`src/rtl/multdiv_arb_pkg.sv`:
```
`default_nettype none
// ============================================================================
// Module : multdiv_arb_pkg
// Brief  : Shared types and constants for the two-port multdiv arbiter.
// Rev    : 1.0  initial release
// ============================================================================
package multdiv_arb_pkg;

    typedef enum logic [1:0] {
        ST_IDLE  = 2'd0,
        ST_ISSUE = 2'd1,
        ST_WAIT  = 2'd2,
        ST_RESP  = 2'd3
    } arb_state_t;

    localparam logic OP_MULT = 1'b0;
    localparam logic OP_DIV  = 1'b1;

    localparam int MAX_WAIT_DEFAULT = 40;
    localparam int WAIT_CNT_W       = 8;

endpackage
`default_nettype wire

```
`src/rtl/multdiv_arb_grant.sv`:
```
`default_nettype none
// ============================================================================
// Module : multdiv_arb_grant
// Brief  : One-hot grant between two requesters; on a tie the port that was
//          not served last wins.
// Rev    : 1.0  initial release
// ============================================================================
module multdiv_arb_grant
    import multdiv_arb_pkg::*;
(
    input  logic       valid0,
    input  logic       valid1,
    input  logic       last_served,
    output logic [1:0] grant
);

    always_comb begin
        grant = 2'b00;
        if (valid0 && valid1) begin
            grant = last_served ? 2'b01 : 2'b10;
        end else if (valid0) begin
            grant = 2'b01;
        end else if (valid1) begin
            grant = 2'b10;
        end
    end

endmodule
`default_nettype wire

```
`src/rtl/multdiv_arbiter.sv`:
```
`default_nettype none
// ============================================================================
// Module : multdiv_arbiter
// Brief  : Shares one multdiv unit between two request ports with a WAIT
//          watchdog. Define MULTDIV_ARB_ROUND_ROBIN_EN for round-robin ties
//          (fixed priority to port 0 otherwise).
// Rev    : 1.0  initial release
// ============================================================================
module multdiv_arbiter
    import multdiv_arb_pkg::*;
#(
    parameter int MAX_WAIT = MAX_WAIT_DEFAULT
)
(
    input  logic        clock,
    input  logic        reset,

    input  logic        req0_valid,
    input  logic        req0_op,
    input  logic [31:0] req0_a,
    input  logic [31:0] req0_b,
    output logic        req0_ready,

    input  logic        req1_valid,
    input  logic        req1_op,
    input  logic [31:0] req1_a,
    input  logic [31:0] req1_b,
    output logic        req1_ready,

    output logic        rsp0_valid,
    output logic [31:0] rsp0_result,
    output logic        rsp0_exception,

    output logic        rsp1_valid,
    output logic [31:0] rsp1_result,
    output logic        rsp1_exception,

    output logic [31:0] md_operandA,
    output logic [31:0] md_operandB,
    output logic        md_ctrl_MULT,
    output logic        md_ctrl_DIV,
    input  logic [31:0] md_result,
    input  logic        md_exception,
    input  logic        md_resultRDY
);

    // Counter reaching MAX_WAIT-1 is detected one increment early so the
    // response lands exactly MAX_WAIT cycles after the ctrl pulse.
    localparam logic [WAIT_CNT_W-1:0] c_wait_last = WAIT_CNT_W'(MAX_WAIT - 2);

    arb_state_t              r_state;
    arb_state_t              w_next_state;

    logic                    r_op;
    logic                    r_port;
    logic [31:0]             r_a;
    logic [31:0]             r_b;
    logic [WAIT_CNT_W-1:0]   r_wait_cnt;
    logic [31:0]             r_rsp_result [2];
    logic                    r_rsp_exc    [2];

    logic [1:0]              w_grant;
    logic                    w_last_served;
    logic                    w_accept;
    logic                    w_timeout;

    multdiv_arb_grant u_grant (
        .valid0      (req0_valid),
        .valid1      (req1_valid),
        .last_served (w_last_served),
        .grant       (w_grant)
    );

`ifdef MULTDIV_ARB_ROUND_ROBIN_EN
    logic r_last_served;

    always_ff @(posedge clock or posedge reset) begin
        if (reset) begin
            r_last_served <= 1'b1;
        end else if (w_accept) begin
            r_last_served <= w_grant[1];
        end
    end

    assign w_last_served = r_last_served;
`else
    // Pretending port 1 was always last served makes port 0 win every tie.
    assign w_last_served = 1'b1;
`endif

    assign w_accept  = (r_state == ST_IDLE) && (w_grant != 2'b00);
    assign w_timeout = (r_wait_cnt == c_wait_last);

    // ------------------------------------------------------------------
    // State register
    // ------------------------------------------------------------------
    always_ff @(posedge clock or posedge reset) begin
        if (reset) begin
            r_state <= ST_IDLE;
        end else begin
            r_state <= w_next_state;
        end
    end

    // ------------------------------------------------------------------
    // Next-state logic
    // ------------------------------------------------------------------
    always_comb begin
        w_next_state = r_state;
        case (r_state)
            ST_IDLE:  if (w_grant != 2'b00) w_next_state = ST_ISSUE;
            ST_ISSUE: w_next_state = ST_WAIT;
            ST_WAIT:  if (md_resultRDY || w_timeout) w_next_state = ST_RESP;
            ST_RESP:  w_next_state = ST_IDLE;
            default:  w_next_state = ST_IDLE;
        endcase
    end

    // ------------------------------------------------------------------
    // Output logic
    // ------------------------------------------------------------------
    always_comb begin
        req0_ready     = (r_state == ST_IDLE) && w_grant[0] && !reset;
        req1_ready     = (r_state == ST_IDLE) && w_grant[1] && !reset;
        md_ctrl_MULT   = (r_state == ST_ISSUE) && (r_op == OP_MULT);
        md_ctrl_DIV    = (r_state == ST_ISSUE) && (r_op == OP_DIV);
        rsp0_valid     = (r_state == ST_RESP) && !r_port;
        rsp1_valid     = (r_state == ST_RESP) && r_port;
        md_operandA    = r_a;
        md_operandB    = r_b;
        rsp0_result    = r_rsp_result[0];
        rsp0_exception = r_rsp_exc[0];
        rsp1_result    = r_rsp_result[1];
        rsp1_exception = r_rsp_exc[1];
    end

    // ------------------------------------------------------------------
    // Request latch, watchdog counter and per-port response registers
    // ------------------------------------------------------------------
    always_ff @(posedge clock or posedge reset) begin
        if (reset) begin
            r_op            <= OP_MULT;
            r_port          <= 1'b0;
            r_a             <= '0;
            r_b             <= '0;
            r_wait_cnt      <= '0;
            r_rsp_result[0] <= '0;
            r_rsp_result[1] <= '0;
            r_rsp_exc[0]    <= 1'b0;
            r_rsp_exc[1]    <= 1'b0;
        end else begin
            case (r_state)
                ST_IDLE: begin
                    if (w_accept) begin
                        r_port <= w_grant[1];
                        r_op   <= w_grant[1] ? req1_op : req0_op;
                        r_a    <= w_grant[1] ? req1_a  : req0_a;
                        r_b    <= w_grant[1] ? req1_b  : req0_b;
                    end
                end
                ST_ISSUE: begin
                    r_wait_cnt <= '0;
                end
                ST_WAIT: begin
                    if (md_resultRDY) begin
                        r_rsp_result[r_port] <= md_result;
                        r_rsp_exc[r_port]    <= md_exception;
                    end else if (w_timeout) begin
                        r_rsp_result[r_port] <= '0;
                        r_rsp_exc[r_port]    <= 1'b1;
                    end else begin
                        r_wait_cnt <= r_wait_cnt + 1'b1;
                    end
                end
                default: ;
            endcase
        end
    end

endmodule
`default_nettype wire
```
`config.mk`:
```
export PLATFORM = sky130hd
export DESIGN_NAME = multdiv_arbiter
export DESIGN_NICKNAME = d
export VERILOG_FILES = /design/src/rtl/multdiv_arb_pkg.sv /design/src/rtl/multdiv_arb_grant.sv /design/src/rtl/multdiv_arbiter.sv
export SDC_FILE = /design/constraint.sdc
export NUM_CORES = 1
export LEC_CHECK = 0
export ABC_CLOCK_PERIOD_IN_PS = 14000
export CAP_MARGIN = 15
export CORE_ASPECT_RATIO = 0.6
export CORE_MARGIN = 2
export CORE_UTILIZATION = 43
export CTS_CLUSTER_SIZE = 14
export DETAILED_ROUTE_END_ITERATION = 10
export PLACE_DENSITY = 0.83
export SYNTH_ARGS = -nofsm -noshare
export SYNTH_HDL_FRONTEND = slang
export SYNTH_HIERARCHICAL = 1
export SYNTH_SLANG_ARGS = --single-unit
```
`constraint.sdc`:
```
create_clock -name clock -period 14 [get_ports clock]
set_input_delay 2.1 -clock clock [delete_from_list [all_inputs] [get_ports clock]]
set_output_delay 2.1 -clock clock [all_outputs]
set_load 0.02 [all_outputs]
```
==> reports/metrics.cfg <==
[clock_tree]
cts_sinks=142
postCtsSetupRepairBufs=0
hold_buffers=0
cts_resized=0
insertion_delay_ps=410
root_buffer=clkbuf_16
clk_pin_slew_worst_paths_ps=60
clock_path_buffers=2
htreeDepth=4
numCtsBuffers=17
cts_tree=done

[synth]
synth.distinct_cells=40
async_flop_share_pct=100
ys.flop_type=dfrtp_1
avgSynthCellArea_sq_um=11.8
synth-seq-cells=142
synth_edf_count=0
seq_area_frac_synth_pct=58.8
yosys_warnings=6
synthCells=513
netlist_area_sq_um=6040

[timing]
tightest_slew_ps=1150
period_share_pct=43.3
final.setup.worst_slack_ps=7930
finClkSkew_ps=13.6
rsz0062_at_grt=false
relSlewSlack_pct=23.2
tns_ps=0
finalSetupViolCount=0
final.min_clock_period_ps=6070
timing.hold.ws_ps=477
final_hold_viol_count=0
fmax_mhz=165
finalMaxSlewViolations=0

[power_and_ir_drop]
p_per_area_nw_per_um2=223
power.leakage_nw=4.44
peakVddDrop_v=0.000123

[critical_path]
max_stage_delay_ps=610
crit_arrival_ps=3970
cp-start-kind=input pin
cp_slowest_cell=clkdlybuf4s50_1
critPathTopFamily=buffers and inverters
worst-setup-path-type=in2out
cp_max_fo=71
path_common_cell=clkdlybuf4s50_1
crit_required_ps=11900
crit_path_end_kind=primary output
path_cells=clkdlybuf4s50_1 -> inv_6 -> and3_1 -> clkdlybuf4s50_1
cp.buffers_inverters=3

[floorplanning]
die_w_um=157
io_pins=304
rows=33
core_sq_um=13700
die_y_um=95.8
die_area_sq_um=15000
start_util_pct=44.1

[global_route]
grt_antenna_before_repair=0
grt-ovfl-total=0
grt_usage_pct=24.4
grt_first_pass_wirelength_um=28000
grt_max_degree=131
grt_pass1_vias=5336

[placement]
port_buffers=303
dp_hpwl_um=13100
gp_congestion=0.824
preCtsSetupSlack_ps=7900

[hold_path]
hold_class=reg2reg

[layout]
nets=978
syn2layout_area_growth_pct=63.4
drive_gt1_share_pct=5.63
antenna_cells=0

[routing]
wirelength_met1_um=7480
dr_wl_met2_um=9130
dr_wl_met3_um=1230
drcViolationCount=0
firstDrtPassIters=5
vias_per_cell=5.20
totalWireLength_um=18200
drtIter0Drc=227
ant_nets=0
via_count=5242
drt-wirelength-per-cell_um=18.0
highest_layer=met4

[job]
maxCapViolations=0

[outcome]
status=finished, final reports clean

## path summary, 6_finish.rpt
check / start / endpoint / slack [ps] / cells after the start
worst min-delay path: md_operandB[26] / md_operandB[26] / 480 / 2
worst max register to register: r_state[0] / md_operandB[8] / 11740 / 5
worst min register to register: md_operandB[26] / md_operandB[26] / 480 / 2
max in group asynchronous: reset / md_operandA[10] / 10420 / 3
worst max-delay path: reset / req0_ready / 7930 / 4
min in group asynchronous: reset / rsp0_result[3] / 2180 / 2
## worst min-delay path, cell delays in order, from the launching register on
cell     delay (ps)
dfrtp_1         340
nand2_1          40
o21ai_0          60
## layout make-up
cell class                 instances  area (sq um)
clock buffer                      18           429
clock inverter                    14           230
fill                             965          3830
inverter                           8          35.0
multi-input combinational        327          2310
sequential                       142          3550
tap                              192           240
timing repair buffer             308          3070
## stage by stage
step	util (%)	instance area (sq um)	total power, mW	instances
2_1_floorplan	-	6050	1.19	514
3_3_place_gp	67.2	9210	1.67	977
3_5_place_dp	67.2	9210	1.70	977
4_1_cts	72.0	9870	2.22	1009
5_1_grt	72.0	9870	2.32	1009
6_report	72.0	9870	2.20	1009
## metal layers
layer / up-vias / global-route usage [%]
met2: 223 / 42.0
met4: 0 / 7.95
met3: 29 / 6.44
li1: 2423 / -
met5: - / 0
met1: 2567 / 30.4
## registers in the layout (all words and copies together) (netlist names)
| name | count |
|---|---|
| md_operandB | 32 |
| r_wait_cnt | 8 |
| rsp0_exception | 1 |
| rsp1_exception | 1 |
| md_operandA | 32 |
| rsp1_result | 32 |
| rsp0_result | 32 |
| r_port | 1 |
| r_state | 2 |
| r_op | 1 |
## cells by family after synthesis
logic type | Yosys count | synth area share (%)
AOI/OAI and AO/OA | 148 | 17.0
DFF | 142 | 58.8
and+or+nand+nor | 101 | 7.93
muxes | 68 | 11.3
buffers and inverters | 45 | 3.37
adders and majority gates | 6 | 1.24
xor gates and xnor gates | 2 | 0.290
other | 1 | 0.0621
## cells in the mapped netlist (2+ instances only)
master    instances  area share (%)
mux2i_1          67              11
nor3_1            2            0.17
nor2b_1           3            0.31
a21oi_1           2            0.17
o211ai_1          2            0.25
and3_1            4            0.41
clkbuf_1         15            0.93
nand3_1           7            0.58
nand2_1          70             4.3
a21o_1            3            0.37
inv_1             8            0.50
xor2_1            2            0.29
and2_1            2            0.21
ha_1              6             1.2
dfrtp_1         142              59
nand4_1           2            0.21
a22o_1           65             9.4
buf_2            19             1.6
nor2_1            2            0.12
o21ai_0          70             5.8
## power by group
| group | internal, mW | switching [mW] |
|---|---|---|
| registers | 0.595 | 0.116 |
| logic | 0.478 | 0.508 |
| clock network | 0.320 | 0.183 |
## layout by cell type (no fill, tap or decap), drive strengths merged
| cell type | Yosys | final |
|---|---|---|
| nand2b | 1 | 1 |
| o21ai | 71 | 71 |
| dfrtp | 142 | 142 |
| nand4 | 2 | 2 |
| or4b | 1 | 1 |
| o22a | 1 | 1 |
| a21bo | 1 | 1 |
| and2b | 1 | 1 |
| and2 | 2 | 2 |
| inv | 8 | 12 |
| nor2 | 2 | 2 |
| clkinv | 0 | 4 |
| a22o | 65 | 65 |
| and3b | 1 | 1 |
| bufinv | 0 | 5 |
| a21o | 3 | 3 |
| o211ai | 2 | 2 |
| nor3b | 1 | 1 |
| nor4b | 1 | 1 |
| and3 | 4 | 4 |
| mux2 | 1 | 1 |
| ha | 6 | 6 |
| clkdlybuf4s50 | 0 | 303 |
| nor2b | 3 | 3 |
| mux2i | 67 | 67 |
| nor3 | 2 | 2 |
| a21boi | 3 | 3 |
| nand3 | 8 | 8 |
| clkbuf | 15 | 18 |
| clkinvlp | 0 | 1 |
| buf | 22 | 5 |
| a21oi | 2 | 2 |
| nand3b | 2 | 2 |
| xor2 | 2 | 2 |
| nand2 | 70 | 70 |
| conb | 1 | 2 |
Note: power is estimated with default switching activity, not from simulation.
==> edit 1 (same flow settings) <==
`WAIT_CNT_W`: 8 -> 6.
--- a/src/rtl/multdiv_arb_pkg.sv
+++ b/src/rtl/multdiv_arb_pkg.sv
@@ -17,7 +17,7 @@
     localparam logic OP_DIV  = 1'b1;
 
     localparam int MAX_WAIT_DEFAULT = 40;
-    localparam int WAIT_CNT_W       = 8;
+    localparam int WAIT_CNT_W       = 6;
 
 endpackage
 `default_nettype wire
Function: no difference found for any inputs over 4 cycles, from zero or initial values and one cycle with reset high; that may be too few to reach the edited logic, so the function may still have changed.
==> edit 1 against the unedited design <==
  * Power fell by 2.9%
  * Global-route usage barely moved
  * Clock skew fell by 0.0024 ns
  * Critical path depth rose by 1
  * Synthesized area fell by 0.83%
  * Cell area fell by 1.7%
  * Count of clock-buffer cells in the layout fell by 1
  * Sequential cell count fell by 2
  * Via count fell by 3.4%
  * Synthesized cell count fell by 0.78%
  * Wire length fell by 0.41%
  * Setup slack got worse by 0.57 ns
  * Largest cell class unchanged
==> edit 1: results <==
metrics = {
    "min_path": {
        "hp-start": "md_operandA[30]$_DFFE_PP0P_",
    },
    "cells_and_area": {
        "final.fill_count": 947,
        "final_layout_size_suffix_gt1_frac": 0.0566,
        "multi_input_area_um2": 2270,
        "instances_no_fill": 988,
    },
    "routing": {
        "drtIter0Drc": 239,
        "wl_met2_um": 8710,
    },
    "synth": {
        "synth_commonest_cells": "dfrtp_1, nand2_1, o21ai_0",
        "ys_types": 39,
        "ys_top_cells_by_area": "dfrtp_1, mux2i_1, a22o_1",
        "synthCells": 509,
        "synth_seq_area_share": 0.585,
    },
    "critical_path": {
        "r2r_cells": 7,
        "crit_path_end": "req1_ready",
        "startpoint": "req1_valid",
        "arrival_ns": 4.54,
        "cp_max_fo": 69,
        "reg2reg_to": "rsp0_exception$_DFFE_PP0P_",
    },
    "global_route": {
        "grt_pass1_wl_um": 28100,
        "met3_usage": 0.0809,
        "grt_usage": 0.244,
        "grt_pass1_vias": 5398,
    },
    "placed_design": {
        "dp_hpwl_um": 13300,
        "dp_slack_ns": 7.38,
        "place_congestion": 0.869,
        "placed_area_um2": 9130,
    },
    "sta": {
        "holdWs_ns": 0.481,
        "period_share": 0.474,
        "slew_headroom": 0.225,
    },
    "power_and_ir_drop": {
        "vdd_ir_drop_max_mv": 0.0986,
    },
    "status": {
        "outcome": "completed",
    },
}
[edit 1: cell types whose count changed in the layout (fill, tap and decap cells not counted), moves of 3 or more]
cell        unedited run  this run
nand3_1                7         1
inv_6                  4         7
a21oi_1                2         6
nor2_1                 1         5
o21ai_0               70        66
bufinv_16              5         1
clkinv_4               4         0
clkinvlp_4             1         5
[edit 1: cell type report]
class | count | area share
well taps | 175 | 0.0226
multi-input cells | 324 | 0.234
inverters | 9 | 0.00400
clock buffers | 17 | 0.0438
flip-flops and latches | 140 | 0.361
repair buffers | 308 | 0.318
clock inverters | 15 | 0.0159
[edit 1: kinds of logic after synthesis]
kind of cell	after synthesis	synth area share
flops	140	0.585
other cells	1	0.000626
buf+inv	46	0.0405
xor+xnor	3	0.00438
fa+ha+maj	6	0.0125
mux	66	0.110
simple gates	98	0.0758
compound gates	149	0.171
[edit 1: critical path, stage by stage]
cell and delay [ns]:
clkdlybuf4s50_1 0.50, a21boi_4 0.17, buf_4 0.86, and3_1 0.28
clkdlybuf4s50_1 0.61
==> edit 2 (same flow settings) <==
Without the edit above. The 4 states of `arb_state_t` get a one-hot encoding in 4 bits.
--- a/src/rtl/multdiv_arb_pkg.sv
+++ b/src/rtl/multdiv_arb_pkg.sv
@@ -6,11 +6,11 @@
 // ============================================================================
 package multdiv_arb_pkg;
 
-    typedef enum logic [1:0] {
-        ST_IDLE  = 2'd0,
-        ST_ISSUE = 2'd1,
-        ST_WAIT  = 2'd2,
-        ST_RESP  = 2'd3
+    typedef enum logic [3:0] {
+        ST_IDLE  = 4'b0001,
+        ST_ISSUE = 4'b0010,
+        ST_WAIT  = 4'b0100,
+        ST_RESP  = 4'b1000
     } arb_state_t;
 
     localparam logic OP_MULT = 1'b0;
Function: same outputs for any inputs over 4 cycles, from zero or initial values and one cycle with reset high; so few cycles prove little.
==> edit 2 against the unedited design <==
  * Die area grew 3.1%
  * Highest routed layer unchanged
  * Setup slack got worse by 0.54 ns
  * Sequential cell count rose by 2
  * Largest cell class unchanged
  * Cell area increased by 0.48%
  * Wire length is 0.33% lower
  * Synthesized area up 3.2%
  * Power is 2.5% lower
  * Hold slack improved by 0.014 ns
  * First-iteration DRC count increased by 69%
==> edit 2: results <==
metrics = {
    "status": {
        "outcome": "completed",
    },
    "synth": {
        "synth_seq_area_share": 0.578,
        "synth_commonest_cells": "dfrtp_1, nor2_1, a21oi_1",
        "ys_types": 45,
        "ys_top_cells_by_area": "dfrtp_1, mux2i_1, a32o_1",
        "async_flop_share": 1.00,
        "yosys_warnings": 6,
    },
    "global_route": {
        "grt_pass1_wl_um": 28400,
        "grt_antenna_before_repair": 0,
        "grt_max_degree": 133,
        "grt_pass1_vias": 5450,
        "grt_usage": 0.230,
    },
    "routing": {
        "avgViaCountPerCell": 5.31,
        "antenna_left": 0,
        "wl_per_cell_um": 17.8,
        "first_pass_iters": 5,
        "drtIter0Drc": 383,
    },
    "clock_network": {
        "cts_buffer_depth": 2,
        "insertion_delay_ns": 0.41,
        "postCtsSetupRepairBufs": 0,
        "htreeDepth": 4,
        "cts.clk_slew.worst_paths_ns": 0.06,
        "cts_made_buffers": 17,
        "post_cts_resized": 0,
        "root_buffer": "clkbuf_16",
    },
    "sta": {
        "slew_headroom": 0.269,
        "hold_viol_final": 0,
        "fin_worst_skew_ns": 0.00980,
        "holdWs_ns": 0.491,
    },
    "power_and_ir_drop": {
        "swShare": 0.375,
        "leakage_uw": 0.00414,
        "vdd_ir_drop_max_mv": 0.0996,
    },
    "critical_path": {
        "cp_max_fo": 68,
        "reg2reg_slack_ns": 11.47,
        "arrival_ns": 4.51,
    },
    "placed_design": {
        "dp_hpwl_um": 13000,
        "port_buffers": 303,
        "place_congestion": 0.867,
    },
    "min_path": {
        "hp-class": "reg2reg",
    },
    "cells_and_area": {
        "final.fill_count": 1050,
        "final_layout_size_suffix_gt1_frac": 0.0660,
        "finalNetCount": 975,
        "n_antenna_cell": 0,
    },
}
==> edit 2: cell count changes after synthesis, moves of 6 or more <==
cell / delta
a22o_1: -62
a21oi_1: +66
o21ai_0: -66
nor2_1: +68
a32o_1: +64
buf_6: +6
nand2_1: -67
==> edit 2: logic make-up (layout without fill, tap and decap cells) <==
logic type / count (synthesis) / count (layout) / share of synthesized area
AOI/OAI and AO/OA: 151 / 151 / 0.181
adders and majority gates: 2 / 2 / 0.00401
buffers and inverters: 54 / 350 / 0.0471
DFF: 144 / 144 / 0.578
muxes: 66 / 66 / 0.106
other: 1 / 2 / 0.000601
and+or+nand+nor: 103 / 103 / 0.0830
==> edit 2: final timing paths <==
check	start	to	cells after the start
worst max-delay path	req1_valid	req1_ready	5
worst min-delay path	rsp1_result[20]$_DFFE_PP0P_	rsp1_result[20]$_DFFE_PP0P_	1
worst max register to register	r_state[1]$_DFFE_PP0P_	rsp0_result[1]$_DFFE_PP0P_	5
worst min register to register	rsp1_result[20]$_DFFE_PP0P_	rsp1_result[20]$_DFFE_PP0P_	1
max in group asynchronous	reset	rsp1_result[2]$_DFFE_PP0P_	3
min in group asynchronous	reset	md_operandB[18]$_DFFE_PP0P_	2
==> edit 2: critical path, cell delays in order <==
cell and delay, ns:
clkdlybuf4s50_1 0.49, a21boi_4 0.16, buf_4 0.86, and3_1 0.29
clkdlybuf4s50_1 0.60
==> edit 2: cell type report <==
cell class,instances,area (um2),share of cell area
Clock buffer,19,453,0.0457
Tap cell,198,248,0.0250
Inverter,7,31.3,0.00315
Multi-Input combinational cell,324,2360,0.238
Clock inverter,13,103,0.0103
Sequential cell,144,3600,0.363
Timing Repair Buffer,311,3120,0.315
==> edit 2: power by group through the flow <==
stage               combinational, uW  clock [uW]  sequential [uW]
floorplan                         297           0              935
global placement                  980           0              715
detailed placement               1010           0              728
CTS                              1010         429              722
global route                     1070         449              743
finish                           1010         417              720
==> edit 2: layer usage <==
layer	routed length, um	vias up	share of wire	GRT usage
met5	0	-	0	0
met4	336	0	0.019	0.0776
li1	-	2498	-	-
met3	1100	28	0.061	0.0619
met2	9180	205	0.51	0.389
met1	7520	2669	0.41	0.287
==> edit 2: per-stage QoR <==
step / setup WS (ns) / std cells / instance area (um2) / utilization
2_1_floorplan: 6.18 / 522 / 6240 / -
3_3_place_gp: 7.45 / 982 / 9320 / 0.650
3_5_place_dp: 7.40 / 982 / 9320 / 0.650
4_1_cts: 7.39 / 1014 / 9870 / 0.689
5_1_grt: 7.29 / 1016 / 9920 / 0.692
6_report: 7.39 / 1016 / 9920 / 0.692
